<file path="config.mk">
export PLATFORM = sky130hd
export DESIGN_NAME = score_bcd_encoder
export DESIGN_NICKNAME = d
export VERILOG_FILES = /design/src/rtl/score_bcd_encoder.sv
export SDC_FILE = /design/constraint.sdc
export NUM_CORES = 1
export LEC_CHECK = 0
export BUFFER_PORTS_ARGS = -buffer_cell sky130_fd_sc_hd__clkbuf_2
export CORE_MARGIN = 4
export CORE_UTILIZATION = 50
export CTS_CLUSTER_DIAMETER = 120
export DETAILED_ROUTE_END_ITERATION = 12
export GPL_TIMING_DRIVEN = 0
export HOLD_SLACK_MARGIN = 0.12
export PLACE_DENSITY = 0.67
export SYNTH_ARGS = -nofsm -noshare
export SYNTH_HDL_FRONTEND = slang
export SYNTH_SLANG_ARGS = --single-unit
</file>
<file path="constraint.sdc">
create_clock -name clkin -period 3.35 [get_ports clkin]
set_input_delay 0.335 -clock clkin [delete_from_list [all_inputs] [get_ports clkin]]
set_output_delay 0.335 -clock clkin [all_outputs]
set_load 0.005 [all_outputs]
</file>
<file path="src/rtl/score_bcd_encoder.sv">
// Sequential double-dabble binary-to-BCD encoder, one bit per clock.
// Results and the leading-zero blank mask are registered and held between conversions.
module score_bcd_encoder #(
  parameter int unsigned WIDTH  = 10,
  parameter int unsigned DIGITS = 4
) (
  input  logic                  clkin,
  input  logic                  resetn,
  input  logic                  start,
  input  logic [WIDTH-1:0]      bin,
  output logic                  busy,
  output logic                  done,
  output logic [4*DIGITS-1:0]   bcd,
  output logic [DIGITS-1:0]     blank
);

  localparam int unsigned CW = $clog2(WIDTH + 1);
  localparam int unsigned BW = 4 * DIGITS;
  localparam logic [DIGITS-1:0] BLANK_RST = {{(DIGITS-1){1'b1}}, 1'b0};

  typedef enum logic [1:0] {IDLE, SHIFT, LOAD} state_t;

  state_t              state_q, state_d;
  logic [WIDTH-1:0]    shreg_q, shreg_d;
  logic [BW-1:0]       scratch_q, scratch_d;
  logic [CW-1:0]       cnt_q, cnt_d;
  logic [BW-1:0]       bcd_q, bcd_d;
  logic [DIGITS-1:0]   blank_q, blank_d;
  logic                done_q, done_d;

  logic [BW-1:0]       adj;
  logic [DIGITS-1:0]   mask;
  logic                lz;

  always_ff @(posedge clkin) begin
    if (!resetn) begin
      state_q   <= IDLE;
      shreg_q   <= '0;
      scratch_q <= '0;
      cnt_q     <= '0;
      bcd_q     <= '0;
      blank_q   <= BLANK_RST;
      done_q    <= 1'b0;
    end else begin
      state_q   <= state_d;
      shreg_q   <= shreg_d;
      scratch_q <= scratch_d;
      cnt_q     <= cnt_d;
      bcd_q     <= bcd_d;
      blank_q   <= blank_d;
      done_q    <= done_d;
    end
  end

  always_comb begin
    state_d   = state_q;
    shreg_d   = shreg_q;
    scratch_d = scratch_q;
    cnt_d     = cnt_q;
    bcd_d     = bcd_q;
    blank_d   = blank_q;
    done_d    = 1'b0;

    // Add-3 correction on every nibble before the shift keeps each digit <= 9.
    adj = scratch_q;
    for (int unsigned i = 0; i < DIGITS; i++) begin
      if (scratch_q[4*i +: 4] >= 4'd5)
        adj[4*i +: 4] = scratch_q[4*i +: 4] + 4'd3;
    end

    // Leading-zero chain from the most significant digit down; digit 0 is never blanked.
    mask = '0;
    lz   = 1'b1;
    for (int unsigned k = 0; k < DIGITS - 1; k++) begin
      lz = lz & (scratch_q[4*(DIGITS-1-k) +: 4] == 4'd0);
      mask[DIGITS-1-k] = lz;
    end

    case (state_q)
      IDLE: begin
        if (start) begin
          shreg_d   = bin;
          scratch_d = '0;
          cnt_d     = '0;
          state_d   = SHIFT;
        end
      end
      SHIFT: begin
        scratch_d = {adj[BW-2:0], shreg_q[WIDTH-1]};
        shreg_d   = {shreg_q[WIDTH-2:0], 1'b0};
        cnt_d     = cnt_q + CW'(1);
        if (cnt_q == CW'(WIDTH - 1))
          state_d = LOAD;
      end
      LOAD: begin
        bcd_d   = scratch_q;
        blank_d = mask;
        done_d  = 1'b1;
        state_d = IDLE;
      end
      default: state_d = IDLE;
    endcase
  end

  assign busy  = (state_q != IDLE);
  assign done  = done_q;
  assign bcd   = bcd_q;
  assign blank = blank_q;

endmodule

</file>
-- After elaboration in Yosys (flattened, before gate mapping)
Cells that the tools add are included.
- bits in registers: 52
- bits in latches: 0
- RAM bits: 0
- ROM bits: 0
- input port bits: 13
- output and inout port bits: 22
- word-level logic and storage cells: 45
- memories: 0
- add/subtract/negate cells: 5
- multipliers: 0
- div/mod/pow operators: 0
- $lt $le $gt $ge: 4
- equal/unequal tests: 5
- shifts and indexed selects: 0
- muxes and demuxes: 14
- bitwise logic cells: 2
- reduce and logical (&&, ||, !) cells: 8
- operators with widths (kind ; number):
    16-bit one-hot mux with 2 select lines ; 1
    10-bit one-hot mux with 2 select lines ; 1
    4-bit by 3-bit greater-or-equal comparator with 1-bit output (second input constant) ; 4
    16-bit two-way mux ; 1
    4-bit two-way mux ; 4
    4-bit by 2-bit adder with 4-bit output (second input constant) ; 3
    4-bit logical NOT ; 3
    10-bit two-way mux ; 1
    4-bit one-hot mux with 2 select lines ; 1
    4-bit by 1-bit adder with 4-bit output (second input constant) ; 1
    4-bit == test (second input constant) ; 1
    2-bit two-way mux ; 2
    2-bit != test (second input constant) ; 2
    2-bit one-hot mux with 2 select lines ; 1
    2-bit AND reduction ; 2
    2-bit nonzero test ; 2
    3-bit by 2-bit adder with 3-bit output (second input constant) ; 1
    3-bit two-way mux ; 1
    1-bit bitwise AND ; 2
    2-bit by 1-bit == test with 1-bit output (second input constant) ; 1
    2-bit == test (second input constant) ; 1
    2-bit logical NOT ; 1
    1-bit two-way mux ; 1

-- Logic depth before layout (Yosys ltp)
Gate-level depths: netlist of the first run.
- depth in word-level cells: 3
- mapped depth: 6
- mapped depth without buffers: 6

-- Least setup slack after synthesis of the first run
OpenSTA, ideal clock, no wires.
- kind: flip-flop to flip-flop
- start point: reg scratch_q[1]
- end point: reg scratch_q[2]
- setup time: 0.117 ns
- data arrival time: 1.220 ns
- path slack: 2.013 ns
- stages on the path, launching flop included: 7
- path buffers: 0
- period minus slack after synthesis: 1.337 ns
- cells stage by stage: dfxtp_1 -> inv_1 -> ha_1 -> nand2b_1 -> a21oi_1 -> mux2i_1 -> a22o_1
- word-level cells in the longest chain between the ends: 3
- ends and longest elaborated chain (what ; line ; source):
    start: declaration ; 25 ; logic [BW-1:0] scratch_q, scratch_d;
    start signal: assignment ; 47 ; scratch_q <= scratch_d;
    4-bit by 2-bit adder with 4-bit output or 4-bit by 3-bit greater-or-equal comparator with 1-bit output (tied branches) ; 68, 67 ;
    4-bit two-way mux (*) ; 67 ; if (scratch_q[4*i +: 4] >= 4'd5)
    16-bit one-hot mux with 2 select lines (*) ; 79 ; case (state_q)
Every way passes the cells marked *; elsewhere a longest branch is shown, timed or not.
A chain may end at the register's enable or synchronous reset.

-- Final worst setup path of the first run
- start point: reg state_q[1]
- end point: out busy
- word-level cells in the longest chain between the ends: 1
- ends and longest elaborated chain (what ; line ; source):
    start: declaration ; 23 ; state_t state_q, state_d;
    start signal: assignment ; 45 ; state_q <= state_d;
    2-bit nonzero test ; 105 ; assign busy = (state_q != IDLE);
    end: declaration ; 11 ; output logic busy,
Every way passes these cells.

==> results of run 1 <==
tightest hold or removal path: stages:
cell       delay [ns]
clkbuf_2         0.07
nand2_1          0.04
a2bb2oi_1        0.12
nor2b_1          0.09
layer usage:
layer | vias to the layer above | GRT usage [%]
met5 | - | 0
met4 | 0 | 7.651
met3 | 6 | 2.784
met2 | 39 | 28.60
met1 | 873 | 22.44
li1 | 1007 | -
cells in the final DEF, fill, tap and decap left out, types with 7 or more instances in the layout:
master,instances
dfxtp_1,52
nand2_1,42
clkbuf_2,33
a21boi_0,17
a21oi_1,15
nor2_1,13
ha_1,12
nor2b_1,11
inv_1,10
o21ai_0,9
buf_2,8
o221a_2,8
nand3_1,7
power groups by stage:
stage	combinational, uW	sequential [uW]	clock [uW]
2_1_floorplan	64.3	651	0
3_3_place_gp	88.3	653	0
3_5_place_dp	89.0	653	0
4_1_cts	89.7	638	507
5_1_grt	99.5	640	522
6_report	88.5	638	489
worst min-delay path by stage:
stage,slack (ns),end,cells past startpoint,startpoint
floorplan,0.43,scratch_q[0],2,shreg_q[9]
global placement,0.45,bcd[14],2,bcd[14]
detailed placement,0.45,bcd[15],2,bcd[15]
CTS,0.39,shreg_q[0],4,bin[0]
global route,0.42,shreg_q[0],4,bin[0]
finish,0.39,shreg_q[0],4,bin[0]
cell type report:
cell class                 instances  area share, %
tap                               67          2.988
buffer                            17          3.836
sequential                        52          37.11
clock inverter                     2          2.141
timing repair buffer              33          5.888
clock buffer                       5          2.453
multi-input combinational        192          44.25
inverter                          10          1.338
through the flow:
step           instances  hold WS (ns)  utilization, %  power (uW)  instance area, sq um
2_1_floorplan        271        0.4261               -       715.2                  2427
3_3_place_gp         371        0.4484           56.66       740.8                  2676
3_5_place_dp         371        0.4550           56.66       741.8                  2676
4_1_cts              378        0.3891           59.39        1235                  2805
5_1_grt              378        0.4158           59.39        1262                  2805
6_report             378        0.3923           59.39        1216                  2805
cell families after synthesis:
family	share of synthesized area, %
mux	2.113
buf+inv	5.980
fa+ha+maj	6.185
flops	42.89
compound gates	21.24
other cells	0.1545
xor+xnor	1.804
simple gates	19.64
registers in the layout, summed over array words and instances (netlist names):
register and flops:
bcd 16, blank 3, cnt_q 4, done 1, scratch_q 16, shreg_q 10
state_q 2
==> flow_summary.json, run 1 <==
{
  "grt_overflow": 0,
  "seq_area_sq_mm": 0.001041,
  "multi_input_area_sq_mm": 0.001241,
  "critical_path_arrival_ns": 1.16,
  "area_delta_synth_final_pct": 15.57,
  "reg2reg_depth": 6,
  "ys_seq_elements": 52,
  "fp.coreArea_sq_mm": 0.004723,
  "dr.max_layer_used": "met4",
  "layout.nets": 336,
  "setup_slack_ns": 1.853,
  "cp_top_family": "flip-flops",
  "synth_top_area_share_pct": 42.89,
  "peakVddDrop_v": 0.0002500,
  "drt_wl_total_microns": 4905,
  "cts_tree": "yes",
  "h-tree-depth": 2,
  "syn_avg_cell_area_sq_um": 8.957,
  "antenna_found_initial": 0,
  "period_share_pct": 44.69,
  "clock.fmax_mhz": 667.9,
  "finalCriticalPeriod_ns": 1.497,
  "layout-drive-gt1-share_pct": 22.19,
  "grt_pass1_vias": 1830,
  "first_pass_iters": 4,
  "via_per_inst": 5.093,
  "synth_fp_nets": 296,
  "start_kind": "register",
  "fill_cells": 452,
  "skew_ns": 0.005062,
  "power_density_mw_per_mm2": 433.5,
  "drt_iter0_drc": 49,
  "synth.most_common_cell": "dfxtp_1",
  "dpl.hpwl_microns": 3528,
  "die_w_microns": 77.68,
  "die_h_microns": 77.68,
  "r2r_end": "scratch_q[2]",
  "maxCapViolCount": 0,
  "met2_length_microns": 2268,
  "rows": 25,
  "cp-end-kind": "output pin",
  "diodes": 0,
  "crit_chain": "buf_6, or2_2, clkbuf_2",
  "power_frac_seq_pct": 52.5,
  "crit_type": "reg -> out",
  "drt-met1-wl_microns": 2351,
  "swShare_pct": 20.52,
  "num_vias": 1925,
  "critPathMaxStageDelay_ns": 0.32,
  "avgRoutedWirePerCell_microns": 12.98,
  "rsz0062_at_grt": "no",
  "start_util_pct": 51.39,
  "hold_viol_final": 0,
  "syn_area_sq_mm": 0.002427,
  "clkLatencyLatePin_ns": 0.30,
  "grt_pass1_wl_microns": 8459,
  "finalSetupViolations": 0,
  "grt_util_all_layers_pct": 17.41,
  "critPathSlowestCell": "dfxtp_1",
  "synth-async-reset-ratio_pct": 0,
  "cts-root-buf": "clkbuf_8",
  "crit_start": "state_q[1]",
  "worstPathMaxFanout": 9,
  "postCtsSetupBuffers": 0,
  "clkPwrFrac_pct": 40.2,
  "synth_ff_type": "dfxtp_1",
  "cp.depth": 3,
  "rrSetupSlack_ns": 1.89,
  "timing.rr.start": "scratch_q[1]",
  "cts_buffer_depth": 2,
  "yosysUniqueCellTypes": 43,
  "hold_path_class": "in -> reg",
  "synth_area_leaders": "dfxtp_1 (43%), nand2_1 (6.5%), ha_1 (6.2%), a21boi_0 (5.3%), o221a_2 (3.7%)",
  "power.leakage_uw": 0.001167,
  "outcome": "finished, final reports clean",
  "gp_routability_congestion": 0.8436,
  "yosysTopAreaCell": "dfxtp_1",
  "syn_inst": 271,
  "yosysSeqAreaShare_pct": 42.89,
  "dr_wl_met3_microns": 211,
  "post-place-ws_ns": 1.903,
  "holdBufCountCts": 0,
  "tns_ns": 0,
  "required_ns": 3.01,
  "yosys_warnings": 0,
  "netSwitchingPower_uw": 249.6,
  "numCtsBuffers": 5,
  "synth-edff-count": 0,
  "post_cts_resized": 0,
  "cts_sinks": 52,
  "ios": 35,
  "die-area_sq_mm": 0.006033,
  "path_buf_inv": 2,
  "grt_max_degree": 16,
  "crit_end": "busy",
  "maxSlewViolCount": 0,
  "port_buffers": 33,
  "clkTransAtPathRegs_ns": 0.08,
  "pwr-share-comb_pct": 7.3,
  "ant_nets": 0,
  "drc": 0,
  "power.internal_uw": 966.4,
  "synthTopCellsByCount": "dfxtp_1 (52), nand2_1 (42), a21boi_0 (17), a21oi_1 (15), nor2_1 (13)"
}
(Power assumes the default switching activity.)
==> inputs of run 2 (changes only) <==
- PLACE_DENSITY: 0.67 -> 0.7
- clock period: 3.35 -> 1.3 ns (I/O delays scaled with it)
==> run 2 against run 1 <==
  * Clock skew increased by 0.0022 ns
  * Sequential share of layout area down 2.9 points
  * Core utilization increased by 6.2 points
  * Via count up 5.5%
  * Largest power group unchanged
==> flow_summary.json, run 2 (synthesis results as in run 1) <==
{
  "crit_type": "reg -> reg",
  "rsz0062_at_grt": "yes",
  "post-place-ws_ns": -0.1079,
  "clock.fmax_mhz": 771.3,
  "drc": 0,
  "num_vias": 2030,
  "grt_util_all_layers_pct": 18.20,
  "skew_ns": 0.007311,
  "start_util_pct": 51.39,
  "power.leakage_uw": 0.001265,
  "first_pass_iters": 4,
  "via_per_inst": 5.205,
  "numCtsBuffers": 5,
  "grt_pass1_vias": 1861,
  "layout-drive-gt1-share_pct": 36.84,
  "ant_nets": 0,
  "cts_buffer_depth": 2,
  "clkTransAtPathRegs_ns": 0.09,
  "gp_routability_congestion": 0.8486,
  "worstPathMaxFanout": 4,
  "layout.nets": 347,
  "dpl.hpwl_microns": 3565,
  "h-tree-depth": 2,
  "rows": 25,
  "critical_path_arrival_ns": 1.56,
  "maxSlewViolCount": 0,
  "die_h_microns": 77.68,
  "clkLatencyLatePin_ns": 0.31,
  "grt_max_degree": 16,
  "avgRoutedWirePerCell_microns": 13.66,
  "grt_overflow": 0,
  "cp-end-kind": "register",
  "outcome": "finished, final reports clean",
  "maxCapViolCount": 0,
  "required_ns": 1.56,
  "period_share_pct": 99.73,
  "fp.coreArea_sq_mm": 0.004723,
  "grt_pass1_wl_microns": 8735,
  "hold_path_class": "in -> reg",
  "power_density_mw_per_mm2": 925.6,
  "die-area_sq_mm": 0.006033,
  "hold_viol_final": 0,
  "drt_wl_total_microns": 5329,
  "cts-root-buf": "clkbuf_8",
  "finish.utilization_pct": 65.56,
  "drt_iter0_drc": 94,
  "peakVddDrop_v": 0.0005831,
  "diodes": 0,
  "cts_tree": "yes",
  "cts_sinks": 52,
  "port_buffers": 33,
  "area_delta_synth_final_pct": 27.58,
  "antenna_found_initial": 0,
  "ios": 35,
  "fin_area_sq_mm": 0.003097,
  "setup_slack_ns": 0.003532,
  "finalSetupViolations": 0,
  "layout_common_cells": "nand2_1 (42), dfxtp_1 (42), clkbuf_2 (33), buf_4 (17)",
  "finalCriticalPeriod_ns": 1.296,
  "dpl_cell_area_sq_mm": 0.002688,
  "holdBufCountCts": 0,
  "start_kind": "register",
  "die_w_microns": 77.68
}
## run 2: final cells by class
class                   count  area, sq um
plain buffers              15        106.4
clock buffers               7        86.33
clock inverters             1        7.507
fillers                   384         1627
inverters                  10        50.05
multi-input cells         192         1441
flip-flops and latches     52         1059
well taps                  67        83.83
repair buffers             46        262.8
## run 2: critical path, stage by stage (launching register included)
cell	delay, ns
dfxtp_2	0.37
inv_4	0.06
ha_4	0.15
nand2b_4	0.14
a21oi_4	0.19
mux2i_1	0.22
a22o_1	0.13
## run 2: final timing paths
path / from / endpoint / slack [ns] / depth (start not counted)
min reg2reg: bcd[11] / bcd[11] / 0.45 / 2
min: bin[0] / shreg_q[0] / 0.18 / 4
max reg2reg: scratch_q[1] / scratch_q[2] / 0.004 / 6
max: scratch_q[1] / scratch_q[2] / 0.004 / 6
## run 2: routing by layer
metal	vias up	part of all wire (%)	track usage (%)
li1	1035	-	-
met4	0	1.4	7.295
met5	-	0	0
met2	32	50	29.62
met1	957	46	23.20
met3	6	3.0	4.176
## run 2: what timing repair did
item	CTS	global route
setup buffers	4	9
resized for setup	28	42
cloned	0	0
pin swaps	7	8
endpoints found under the hold margin	0	0
endpoints found under the setup margin	11	34
## run 2: per-stage QoR
step / hold WS, ns / setup TNS, ns / total power (uW) / std cells
6_report: 0.1826 / 0 / 2866 / 390
3_3_place_gp: 0.4464 / -0.5370 / 1908 / 371
3_5_place_dp: 0.4486 / -0.5936 / 1912 / 371
2_1_floorplan: 0.3524 / 0 / 1844 / 271
5_1_grt: 0.1959 / -0.2247 / 3008 / 390
4_1_cts: 0.1784 / -0.01028 / 2880 / 383
## run 2: power breakdown
part	internal (uW)	switching (uW)	total, uW	leakage (uW)
Clock	434	532	965	0.0000445
Combinational	127	131	258	0.000793
Sequential	1620	21.5	1640	0.000428
Total	2180	684	2870	0.00127
